**src/rtl/led_flow_pkg.sv**
```systemverilog
// Shared types and constants for the LED running-light controller.
// Optional build macro: LED_FLOW_BOUNCE_EN (ping-pong instead of rotation).
package led_flow_pkg;

  typedef enum logic [1:0] {
    S_IDLE  = 2'd0,
    S_LEFT  = 2'd1,
    S_RIGHT = 2'd2
  } state_t;

  // Pattern loaded at reset and on recovery from a corrupted (non one-hot) pattern.
  localparam int unsigned LED_ON_RESET = 1;

endpackage

```
**src/rtl/edge_rise_det.sv**
```systemverilog
// Registered rising-edge detector for a same-domain level signal.
// rise_out is a registered one-cycle pulse, one clock after sig_in goes high.
module edge_rise_det (
  input  logic sys_clk,
  input  logic sys_rst_n,
  input  logic sig_in,
  output logic rise_out
);

  logic sig_d;

  // Delay the input and register the rising-edge term.
  always_ff @(posedge sys_clk or negedge sys_rst_n) begin
    if (!sys_rst_n) begin
      sig_d    <= 1'b0;
      rise_out <= 1'b0;
    end else begin
      sig_d    <= sig_in;
      rise_out <= sig_in & ~sig_d;
    end
  end

endmodule

```
**src/rtl/led_flow_ctrl.sv**
```systemverilog
// One-hot running light driven by rising edges of an upstream toggle.
// Optional build macro: LED_FLOW_BOUNCE_EN -- reverse direction at the ends
// instead of wrapping; direction is then only taken from dir_left when
// leaving S_IDLE.
//
// state   | meaning
// S_IDLE  | run_en low, pattern and step count frozen
// S_LEFT  | running, steps shift toward MSB
// S_RIGHT | running, steps shift toward LSB
module led_flow_ctrl
  import led_flow_pkg::*;
#(
  parameter int LED_NUM     = 4,
  parameter bit LED_ACT_LOW = 1'b0,
  parameter int CNT_W       = 16
) (
  input  logic               sys_clk,
  input  logic               sys_rst_n,
  input  logic               tick_in,
  input  logic               run_en,
  input  logic               dir_left,
  output logic [LED_NUM-1:0] led_bus,
  output logic [CNT_W-1:0]   step_cnt,
  output logic               wrap_pulse
);

  localparam logic [LED_NUM-1:0] PAT_LSB = LED_NUM'(LED_ON_RESET);
  localparam logic [LED_NUM-1:0] PAT_MSB = PAT_LSB << (LED_NUM - 1);

  state_t             state;
  state_t             state_nxt;
  logic [LED_NUM-1:0] pattern;
  logic [LED_NUM-1:0] pattern_nxt;
  logic               wrap_nxt;
  logic               rise;
  logic               step_ok;
  logic               go_left;
  logic               pat_ok;

  edge_rise_det u_rise (
    .sys_clk   (sys_clk),
    .sys_rst_n (sys_rst_n),
    .sig_in    (tick_in),
    .rise_out  (rise)
  );

  // Next state, next pattern and wrap flag for the current cycle.
  always_comb begin
    state_nxt   = state;
    pattern_nxt = pattern;
    wrap_nxt    = 1'b0;
    go_left     = dir_left;
    pat_ok      = $onehot(pattern);
    step_ok     = run_en & rise & pat_ok;

`ifdef LED_FLOW_BOUNCE_EN
    // While running, the direction is owned by the state, not by dir_left.
    if (state == S_LEFT) begin
      go_left = 1'b1;
    end else if (state == S_RIGHT) begin
      go_left = 1'b0;
    end
`endif

    if (!run_en) begin
      state_nxt = S_IDLE;
    end else begin
      state_nxt = go_left ? S_LEFT : S_RIGHT;
    end

    if (!pat_ok) begin
      pattern_nxt = PAT_LSB;
    end else if (step_ok) begin
`ifdef LED_FLOW_BOUNCE_EN
      // Reverse on arriving at an end; a step requested past an end
      // (only possible right after S_IDLE exit) reverses immediately.
      if (go_left) begin
        if (pattern == PAT_MSB) begin
          pattern_nxt = pattern >> 1;
          state_nxt   = S_RIGHT;
          wrap_nxt    = 1'b1;
        end else begin
          pattern_nxt = pattern << 1;
          if (pattern_nxt == PAT_MSB) begin
            state_nxt = S_RIGHT;
            wrap_nxt  = 1'b1;
          end
        end
      end else begin
        if (pattern == PAT_LSB) begin
          pattern_nxt = pattern << 1;
          state_nxt   = S_LEFT;
          wrap_nxt    = 1'b1;
        end else begin
          pattern_nxt = pattern >> 1;
          if (pattern_nxt == PAT_LSB) begin
            state_nxt = S_LEFT;
            wrap_nxt  = 1'b1;
          end
        end
      end
`else
      if (go_left) begin
        pattern_nxt = {pattern[LED_NUM-2:0], pattern[LED_NUM-1]};
        wrap_nxt    = (pattern == PAT_MSB);
      end else begin
        pattern_nxt = {pattern[0], pattern[LED_NUM-1:1]};
        wrap_nxt    = (pattern == PAT_LSB);
      end
`endif
    end
  end

  // State, pattern, step counter and wrap pulse registers.
  always_ff @(posedge sys_clk or negedge sys_rst_n) begin
    if (!sys_rst_n) begin
      state      <= S_IDLE;
      pattern    <= PAT_LSB;
      step_cnt   <= '0;
      wrap_pulse <= 1'b0;
    end else begin
      state      <= state_nxt;
      pattern    <= pattern_nxt;
      wrap_pulse <= wrap_nxt;
      if (step_ok) begin
        step_cnt <= step_cnt + CNT_W'(1);
      end
    end
  end

  assign led_bus = LED_ACT_LOW ? ~pattern : pattern;

endmodule
```
**config.mk**
```make
export PLATFORM = sky130hd
export DESIGN_NAME = led_flow_ctrl
export DESIGN_NICKNAME = d
export VERILOG_FILES = /design/src/rtl/led_flow_pkg.sv /design/src/rtl/edge_rise_det.sv /design/src/rtl/led_flow_ctrl.sv
export SDC_FILE = /design/constraint.sdc
export NUM_CORES = 1
export LEC_CHECK = 0
export CORE_ASPECT_RATIO = 1.1
export CORE_MARGIN = 10
export CORE_UTILIZATION = 35
export CTS_CLUSTER_DIAMETER = 60
export CTS_CLUSTER_SIZE = 30
export DETAILED_ROUTE_END_ITERATION = 10
export PLACE_DENSITY_LB_ADDON = 0.05
export SYNTH_ARGS = -nofsm -noshare
export SYNTH_HDL_FRONTEND = slang
export SYNTH_SLANG_ARGS = --single-unit
```
**constraint.sdc**
```tcl
create_clock -name sys_clk -period 4.5 [get_ports sys_clk]
set_input_delay 0.9 -clock sys_clk [delete_from_list [all_inputs] [get_ports sys_clk]]
set_output_delay 0.9 -clock sys_clk [all_outputs]
set_load 0.02 [all_outputs]
```
==> flow_metrics.py, run 1 <==
metrics = {
    "global_routing": {
        "grtUsageMet2_pct": 14.0,
        "grt_pass1_wl_mm": 3.97,
        "grt_pass1_vias": 835,
        "grt-busiest-layer": "met2",
        "use_met1_pct": 9.33,
        "grt_use_total_pct": 8.39,
        "grt_antenna_before_repair": 0,
        "grt_max_degree": 24,
        "grt_overflow": 0,
        "met3_usage_pct": 3.48,
    },
    "logic_synthesis": {
        "synthMuxAreaShare_pct": 2.81,
        "synth_top_family_by_area": "simple AND/OR/NAND/NOR gates",
        "syn-instance-count": 98,
        "synth_top_cell_area_share_pct": 49.5,
        "ys_seq_area_share_pct": 51.9,
        "synth_area_leaders": "dfrtp_1 (49%), xnor2_1 (8.7%), nor4_4 (3.8%)",
        "synth-warning-count": 0,
        "syn_area_per_cell_sq_um": 11.4,
        "syn_nets": 107,
        "synth_top_area_cell": "dfrtp_1",
        "synth.distinct_cells": 30,
        "netlist_area_sq_um": 1110,
        "synth_seq_cells": 23,
        "synth-xor-area-share_pct": 11.8,
        "synth_fa_ha_area_share_pct": 5.17,
        "synth-compound-area-share_pct": 4.27,
        "synthSimpleGateAreaFrac_pct": 20.7,
    },
    "drt": {
        "wl_mm": 2.26,
        "drtPass1Iterations": 4,
        "first_iter_violations": 23,
        "detail-route-antenna-nets": 0,
        "vias": 783,
        "avgViaCountPerCell": 4.96,
        "wl_per_cell_microns": 14.3,
        "drcViolationCount": 0,
    },
    "critical_path": {
        "path_max_fanout": 9,
        "worst_setup_path_start_kind": "flop",
        "crit_chain": "inv_1 -> fa_1 -> inv_1 -> ha_1 -> ha_1 -> or3b_1 -> nor4_4 -> nand4_1 -> xnor2_1",
        "critPathBufInv": 2,
        "arrival_ns": 3.28,
        "cp.required_ns": 4.70,
        "cpMaxStageDelayCell": "dfstp_2",
        "worstSetupPathType": "flop to flop",
        "slowest_delay_ns": 0.58,
        "crit_family": "simple AND/OR/NAND/NOR gates",
        "cp-end-kind": "flop",
    },
    "cts": {
        "cts_resized": 0,
        "cts.htree.levels": 1,
        "post-cts-setup-buffer-count": 0,
        "clock_latency_ns": 0.30,
        "cts-root-buf": "clkbuf_4",
        "max-clock-path-buffers": 2,
        "tritoncts": "yes",
        "cts_buffers": 3,
        "holdBufCountCts": 0,
        "cts_sinks": 23,
        "path_clk_slew_ns": 0.12,
    },
    "place": {
        "io_buffers": 25,
        "place_congestion": 0.768,
        "place_inst": 154,
        "dp_hpwl_mm": 1.74,
    },
    "timing": {
        "drv_slew": 0,
        "totalNegativeSetupSlack_ns": 0,
        "relSlewSlack_pct": 31.2,
        "max_freq_mhz": 325,
        "tightest_slew_ns": 1.03,
        "setup_viol_count_final": 0,
        "clock-skew-final_ns": 0.00466,
        "final.min_clock_period_ns": 3.08,
        "rsz0062_at_grt": "no",
        "finalHoldViolations": 0,
        "post-route-period-util_pct": 68.4,
    },
    "die": {
        "fp.dieH_microns": 79.1,
        "die-area_sq_um": 5840,
        "rows": 21,
        "core_sq_um": 3050,
        "die_w_microns": 73.8,
        "start_util_pct": 36.5,
        "num_io_pins": 26,
    },
    "power": {
        "ir_worst_vdd_mv": 0.319,
        "p_total_w": 0.000652,
        "p_per_area_nw_per_um2": 462,
        "leakage_nw": 0.611,
    },
    "cells_and_area": {
        "final_nets": 134,
        "final_core_util_pct": 46.3,
        "areaGrowthSynthToFinish_pct": 27.0,
        "drive_gt1_share_pct": 5.65,
        "n_antenna_cell": 0,
        "stdcell_count": 158,
    },
    "job": {
        "drv_cap": 0,
    },
    "hold_path": {
        "hold_class": "flop to flop",
    },
    "status": {
        "status": "finished clean",
    },
}
==> worst reg2reg max path, stage by stage (launching register included) <==
cell	delay, ns
dfstp_2	0.58
inv_1	0.07
fa_1	0.53
inv_1	0.04
ha_1	0.17
ha_1	0.28
or3b_1	0.58
nor4_4	0.42
nand4_1	0.17
xnor2_1	0.14
==> cell type report <==
| class | instances | area [sq um] |
|---|---|---|
| inverter | 5 | 18.8 |
| multi-input combinational | 67 | 498 |
| timing repair buffer | 25 | 250 |
| fill | 296 | 1640 |
| clock buffer | 4 | 26.3 |
| sequential | 23 | 577 |
| tap | 34 | 42.5 |
==> per-layer routing <==
layer  vias up  routed length [microns]
met1       376                      925
met2        15                     1120
met5         -                        0
met4         0                       14
met3         2                      195
li1        390                        -
==> cell usage in the layout, fill, tap and decap left out, drive strengths merged, types with 2 or more instances in the layout <==
cell type      synthesis  routed
mux2i                  2       2
nand4                  4       4
o21ai                  2       2
nor2                   5       5
nor4                   2       2
xor2                   4       4
inv                    5       5
xnor2                 11      11
nand3                  4       4
clkdlybuf4s50          0      25
nand2                 10      10
and4                   2       2
clkbuf                 2       4
nor3                   4       4
a211oi                 2       2
dfrtp                 22      22
ha                     3       3
==> sequential cells by signal, summed over array words and instances, names as in the netlist <==
signal	flops
step_cnt	16
led_bus	4
u_rise.rise_out	1
u_rise.sig_d	1
wrap_pulse	1
==> where the power goes <==
group          switching, W  total (W)  leakage, nW  internal [W]
combinational      0.000166   0.000283        0.288      0.000118
clock             0.0000593  0.0000938       0.0150     0.0000345
sequential        0.0000367   0.000275        0.307      0.000238
==> logic make-up (layout without fill, tap and decap cells) <==
family | after synthesis | count (layout)
simple gates | 38 | 38
buf+inv | 8 | 34
mux | 3 | 3
compound gates | 7 | 7
xor+xnor | 15 | 15
fa+ha+maj | 4 | 4
flops | 23 | 23
==> Yosys cell counts <==
library cell	number
nand4_1	4
nor3b_1	1
and4_1	2
nor2b_1	1
a211o_1	1
clkbuf_1	2
a31oi_1	1
xor2_1	4
o21ai_0	2
nand2_1	10
a211oi_1	2
o211ai_1	1
ha_1	3
fa_1	1
or3b_1	1
mux2_2	1
dfstp_2	1
inv_1	5
nand3_1	4
xnor2_1	11
nand3b_1	1
buf_6	1
nor2_1	5
nand2b_1	1
dfrtp_1	22
nor4_4	2
and2_1	1
mux2i_1	2
and3_1	1
nor3_1	4
==> final timing paths <==
| check | from | end | slack, ns | cells past startpoint |
|---|---|---|---|---|
| worst max-delay path | led_bus[0]$_DFFE_PN1P_ | step_cnt[13]$_DFFE_PN0P_ | 1.42 | 9 |
| worst min register to register | u_rise.sig_d$_DFF_PN0_ | u_rise.rise_out$_DFF_PN0_ | 0.42 | 1 |
| worst min-delay path | u_rise.sig_d$_DFF_PN0_ | u_rise.rise_out$_DFF_PN0_ | 0.42 | 1 |
| min in group asynchronous | sys_rst_n | step_cnt[9]$_DFFE_PN0P_ | 1.14 | 1 |
| max in group asynchronous | sys_rst_n | led_bus[3]$_DFFE_PN0P_ | 2.74 | 1 |
| worst max register to register | led_bus[0]$_DFFE_PN1P_ | step_cnt[13]$_DFFE_PN0P_ | 1.42 | 9 |
==> through the flow <==
step	worst slack [ns]	cell area, sq um	hold WS, ns
3_5_place_dp	1.42	1390	0.387
3_3_place_gp	1.45	1390	0.397
4_1_cts	1.41	1410	0.419
2_1_floorplan	1.56	1110	0.378
6_report	1.42	1410	0.424
5_1_grt	1.19	1410	0.442
Note: power is estimated with default switching activity, not from simulation.
==> run 2: changes to the inputs <==
- clock period: 4.5 -> 3.1 ns (I/O delays scaled with it)
==> flow_metrics.py, run 2 (synthesis results as in run 1) <==
metrics = {
    "status": {
        "status": "finished clean",
    },
    "cts": {
        "post-cts-setup-buffer-count": 0,
        "cts_sinks": 23,
        "tritoncts": "yes",
        "cts-root-buf": "clkbuf_4",
        "path_clk_slew_ns": 0.12,
        "max-clock-path-buffers": 2,
        "cts.htree.levels": 1,
        "clock_latency_ns": 0.30,
        "cts_buffers": 3,
    },
    "cells_and_area": {
        "top_register": "step_cnt",
        "final_nets": 138,
        "largest_reg_flops": 16,
        "n_antenna_cell": 0,
        "fillers": 302,
        "drive_gt1_share_pct": 9.38,
        "multiInputGateArea_sq_um": 500,
        "final_cell_mix": "clkdlybuf4s50_1 (25), dfrtp_1 (22), xnor2_1 (11), nand2_1 (10)",
        "register_area_sq_um": 577,
        "areaGrowthSynthToFinish_pct": 29.9,
        "layout_commonest_cell": "clkdlybuf4s50_1",
    },
    "timing": {
        "setup_viol_count_final": 0,
        "totalNegativeSetupSlack_ns": 0,
        "clock-skew-final_ns": 0.000781,
        "drv_slew": 0,
        "finalHoldViolations": 0,
        "max_freq_mhz": 340,
        "tightest_slew_ns": 0.315,
        "final.min_clock_period_ns": 2.94,
        "relSlewSlack_pct": 78.9,
        "post-route-period-util_pct": 94.8,
        "rsz0062_at_grt": "no",
    },
    "global_routing": {
        "grt_max_degree": 24,
        "grt_pass1_wl_mm": 4.11,
        "grt_antenna_before_repair": 0,
        "grt_pass1_vias": 862,
        "grt_use_total_pct": 8.64,
        "grt_overflow": 0,
    },
    "die": {
        "die-area_sq_um": 5840,
        "core_sq_um": 3050,
        "num_io_pins": 26,
        "start_util_pct": 36.5,
        "rows": 21,
        "die_w_microns": 73.8,
        "fp.dieH_microns": 79.1,
    },
    "critical_path": {
        "crit_end": "step_cnt[13]$_DFFE_PN0P_",
        "critPathLaunch": "led_bus[0]$_DFFE_PN1P_",
        "arrival_ns": 3.14,
        "cp.required_ns": 3.30,
        "crit_chain": "inv_1 -> fa_1 -> inv_1 -> ha_1 -> ha_1 -> or3b_4 -> nor4_4 -> nand4_1 -> xnor2_1",
        "cp-end-kind": "flop",
        "reg2reg_depth": 9,
        "regToRegSetupSlack_ns": 0.16,
        "path_max_fanout": 9,
        "worst_setup_path_start_kind": "flop",
        "cpMaxStageDelayCell": "dfstp_2",
        "slowest_delay_ns": 0.58,
        "reg2reg_to": "step_cnt[13]$_DFFE_PN0P_",
        "worstSetupPathType": "flop to flop",
        "r2r-start": "led_bus[0]$_DFFE_PN1P_",
    },
    "power": {
        "swShare_pct": 38.6,
        "p_per_area_nw_per_um2": 674,
        "pwr-share-clk_pct": 13.7,
        "power.switching_w": 0.000376,
        "sequentialPowerShare_pct": 40.4,
        "p_total_w": 0.000974,
        "leakage_nw": 0.631,
        "ir_worst_vdd_mv": 0.407,
        "power_frac_comb_pct": 45.9,
        "p_int_w": 0.000598,
    },
    "drt": {
        "drtPass1Iterations": 4,
        "vias": 783,
        "avgViaCountPerCell": 4.83,
        "wl_per_cell_microns": 14.2,
        "detail-route-antenna-nets": 0,
        "met2WireLength_mm": 1.15,
        "routed-wl-met3_microns": 160,
        "first_iter_violations": 36,
        "wl_mm": 2.30,
        "drcViolationCount": 0,
        "routed.top_layer": "met4",
        "drt-met1-wl_microns": 977,
    },
    "place": {
        "dp_hpwl_mm": 1.81,
        "io_buffers": 25,
        "place_congestion": 0.810,
    },
    "hold_path": {
        "hold_class": "flop to flop",
        "min_path_cells": 1,
    },
    "job": {
        "drv_cap": 0,
    },
}
run 2: cell count changes in the layout (fill, tap and decap cells not counted), sizes merged:
cell  previous run  this run
buf              0         4
run 2: worst min-delay path by stage:
| stage | endpoint | start | slack [ns] |
|---|---|---|---|
| global route | u_rise.rise_out$_DFF_PN0_ | u_rise.sig_d$_DFF_PN0_ | 0.43 |
| finish | u_rise.rise_out$_DFF_PN0_ | u_rise.sig_d$_DFF_PN0_ | 0.41 |
| floorplan | led_bus[1]$_DFFE_PN0P_ | sys_rst_n | 0.32 |
| global placement | u_rise.rise_out$_DFF_PN0_ | u_rise.sig_d$_DFF_PN0_ | 0.39 |
| detailed placement | u_rise.rise_out$_DFF_PN0_ | u_rise.sig_d$_DFF_PN0_ | 0.40 |
| CTS | u_rise.rise_out$_DFF_PN0_ | u_rise.sig_d$_DFF_PN0_ | 0.41 |
run 2: metrics by stage:
| stage | utilization (%) | hold slack (ns) | setup WS (ns) | cell area [sq um] | std cells |
|---|---|---|---|---|---|
| 2_1_floorplan | - | 0.324 | 0.163 | 1110 | 98 |
| 3_3_place_gp | 46.5 | 0.386 | 0.136 | 1420 | 158 |
| 3_5_place_dp | 46.5 | 0.396 | 0.0335 | 1420 | 158 |
| 4_1_cts | 47.3 | 0.413 | 0.0189 | 1440 | 162 |
| 5_1_grt | 47.4 | 0.430 | 0.00117 | 1450 | 162 |
| 6_report | 47.4 | 0.407 | 0.161 | 1450 | 162 |
run 2: area by class of cell:
cell class / instances / share of cell area [%]
Multi-Input combinational cell: 67 / 34.6
Tap cell: 34 / 2.94
Timing Repair Buffer: 29 / 19.4
Inverter: 5 / 1.30
Sequential cell: 23 / 39.9
Clock buffer: 4 / 1.82
run 2: power by group through the flow:
| stage | clock (W) | sequential [W] | combinational, W |
|---|---|---|---|
| 2_1_floorplan | 0 | 0.000445 | 0.000264 |
| 3_3_place_gp | 0 | 0.000398 | 0.000418 |
| 3_5_place_dp | 0 | 0.000399 | 0.000432 |
| 4_1_cts | 0.000142 | 0.000393 | 0.000435 |
| 5_1_grt | 0.000157 | 0.000403 | 0.000499 |
| 6_report | 0.000134 | 0.000393 | 0.000447 |
run 2: worst max-delay path: cells and delay by family (launching register included):
family        cells  cell delay (ns)
flops             1             0.58
fa+ha+maj         3             1.00
buf+inv           2             0.12
simple gates      3             1.00
xor+xnor          1             0.14
run 2: repair_timing:
action	4_1_cts	5_1_grt
hold buffers	0	0
endpoints found under the setup margin	0	13
gates resized for setup	0	1
hold endpoints to repair	0	0
run 2: per-layer routing:
layer  global-route usage, %  vias up
li1                        -      394
met1                    10.6      372
met2                    14.0       15
met3                    2.24        2
met4                    3.36        0
met5                       0        -
==> run 3: changes to the inputs <==
- CTS_BUF_LIST: not set -> sky130_fd_sc_hd__clkbuf_16
- CTS_CLUSTER_SIZE: 30 -> 16
==> flow_metrics.py, run 3 (synthesis results as in run 1) <==
metrics = {
    "status": {
        "status": "finished clean",
    },
    "cells_and_area": {
        "final_cell_mix": "clkdlybuf4s50_1 (25), dfrtp_1 (22), xnor2_1 (11), nand2_1 (10), inv_1 (6)",
        "top_register": "step_cnt",
        "drive_gt1_share_pct": 9.38,
        "n_antenna_cell": 0,
        "largest_reg_flops": 16,
        "layout_commonest_cell": "clkdlybuf4s50_1",
        "final_nets": 138,
        "areaGrowthSynthToFinish_pct": 34.6,
    },
    "timing": {
        "drv_slew": 0,
        "totalNegativeSetupSlack_ns": 0,
        "max_freq_mhz": 341,
        "finalHoldViolations": 0,
        "setup_viol_count_final": 0,
        "clock-skew-final_ns": 0.00215,
        "final.min_clock_period_ns": 2.94,
        "relSlewSlack_pct": 78.6,
        "rsz0062_at_grt": "no",
        "tightest_slew_ns": 0.318,
        "post-route-period-util_pct": 94.7,
    },
    "drt": {
        "met2WireLength_mm": 1.13,
        "wl_mm": 2.32,
        "detail-route-antenna-nets": 0,
        "drt-met1-wl_microns": 984,
        "drtPass1Iterations": 3,
        "routed.top_layer": "met4",
        "wl_per_cell_microns": 14.3,
        "vias": 784,
        "routed-wl-met3_microns": 157,
        "avgViaCountPerCell": 4.84,
        "first_iter_violations": 34,
        "drcViolationCount": 0,
    },
    "critical_path": {
        "critPathBufInv": 2,
        "cpMaxStageDelayCell": "dfstp_2",
        "crit_chain": "inv_1 -> fa_1 -> inv_1 -> ha_1 -> ha_1 -> or3b_4 -> nor4_4 -> nand4_1 -> xnor2_1",
        "cp-end-kind": "flop",
        "path_max_fanout": 9,
        "cp.required_ns": 3.24,
        "slowest_delay_ns": 0.55,
        "worst_setup_path_start_kind": "flop",
        "arrival_ns": 3.07,
        "worstSetupPathType": "flop to flop",
        "crit_family": "adder cells",
    },
    "job": {
        "drv_cap": 0,
    },
    "global_routing": {
        "grt_overflow": 0,
        "grt_pass1_vias": 875,
        "grt_antenna_before_repair": 0,
        "grt_max_degree": 24,
        "grt_use_total_pct": 8.92,
        "grt_pass1_wl_mm": 4.20,
    },
    "die": {
        "rows": 21,
        "fp.dieH_microns": 79.1,
        "die_w_microns": 73.8,
        "num_io_pins": 26,
        "die-area_sq_um": 5840,
        "start_util_pct": 36.5,
        "core_sq_um": 3050,
    },
    "cts": {
        "clock_latency_ns": 0.25,
        "cts.htree.levels": 1,
        "cts_sinks": 23,
        "cts-root-buf": "clkbuf_16",
        "tritoncts": "yes",
        "post-cts-setup-buffer-count": 0,
        "max-clock-path-buffers": 2,
        "cts_buffers": 3,
        "path_clk_slew_ns": 0.06,
    },
    "place": {
        "dp_hpwl_mm": 1.81,
        "io_buffers": 25,
        "place_congestion": 0.810,
    },
    "power": {
        "p_per_area_nw_per_um2": 742,
        "p_total_w": 0.00111,
        "ir_worst_vdd_mv": 0.401,
        "leakage_nw": 0.658,
    },
    "hold_path": {
        "hold_class": "flop to flop",
    },
}
==> run 3: final timing paths <==
check	startpoint	end	slack, ns	cells past startpoint
max	led_bus[0]$_DFFE_PN1P_	step_cnt[13]$_DFFE_PN0P_	0.16	9
max in group asynchronous	sys_rst_n	led_bus[0]$_DFFE_PN1P_	2.10	2
min	u_rise.sig_d$_DFF_PN0_	u_rise.rise_out$_DFF_PN0_	0.40	1
max reg2reg	led_bus[0]$_DFFE_PN1P_	step_cnt[13]$_DFFE_PN0P_	0.16	9
min in group asynchronous	sys_rst_n	step_cnt[10]$_DFFE_PN0P_	0.72	2
min reg2reg	u_rise.sig_d$_DFF_PN0_	u_rise.rise_out$_DFF_PN0_	0.40	1
==> run 3: stage by stage <==
step | utilization, % | hold WS [ns] | area [sq um] | cells | setup slack, ns
CTS | 49.1 | 0.404 | 1500 | 162 | 0.0357
floorplan | - | 0.324 | 1110 | 98 | 0.163
global route | 49.1 | 0.420 | 1500 | 162 | 0.0149
global placement | 46.5 | 0.386 | 1420 | 158 | 0.136
detailed placement | 46.5 | 0.396 | 1420 | 158 | 0.0335
finish | 49.1 | 0.399 | 1500 | 162 | 0.164
==> run 3: per-layer routing <==
| metal | vias to the layer above | track usage (%) |
|---|---|---|
| met4 | 0 | 3.92 |
| met2 | 17 | 14.2 |
| met3 | 4 | 2.61 |
| met1 | 370 | 10.7 |
| met5 | - | 0 |
| li1 | 393 | - |
==> run 3: repair_timing <==
action                                  CTS  global route
hold buffers                              0             0
gates resized for setup                   0             1
endpoints found under the setup margin    0            10
hold endpoints to repair                  0             0
==> run 3: layout make-up <==
class,instances,area [sq um]
fill,300,1550
multi-input combinational,67,500
clock inverter,1,3.75
tap,34,42.5
inverter,5,18.8
timing repair buffer,29,280
clock buffer,3,75.1
sequential,23,577
==> run 3: power by group <==
| part | leakage, nW | total [W] | switching, W | internal (W) |
|---|---|---|---|---|
| Clock | 0.0423 | 0.000270 | 0.0000982 | 0.000172 |
| Combinational | 0.308 | 0.000447 | 0.000245 | 0.000202 |
| Sequential | 0.307 | 0.000394 | 0.0000475 | 0.000347 |
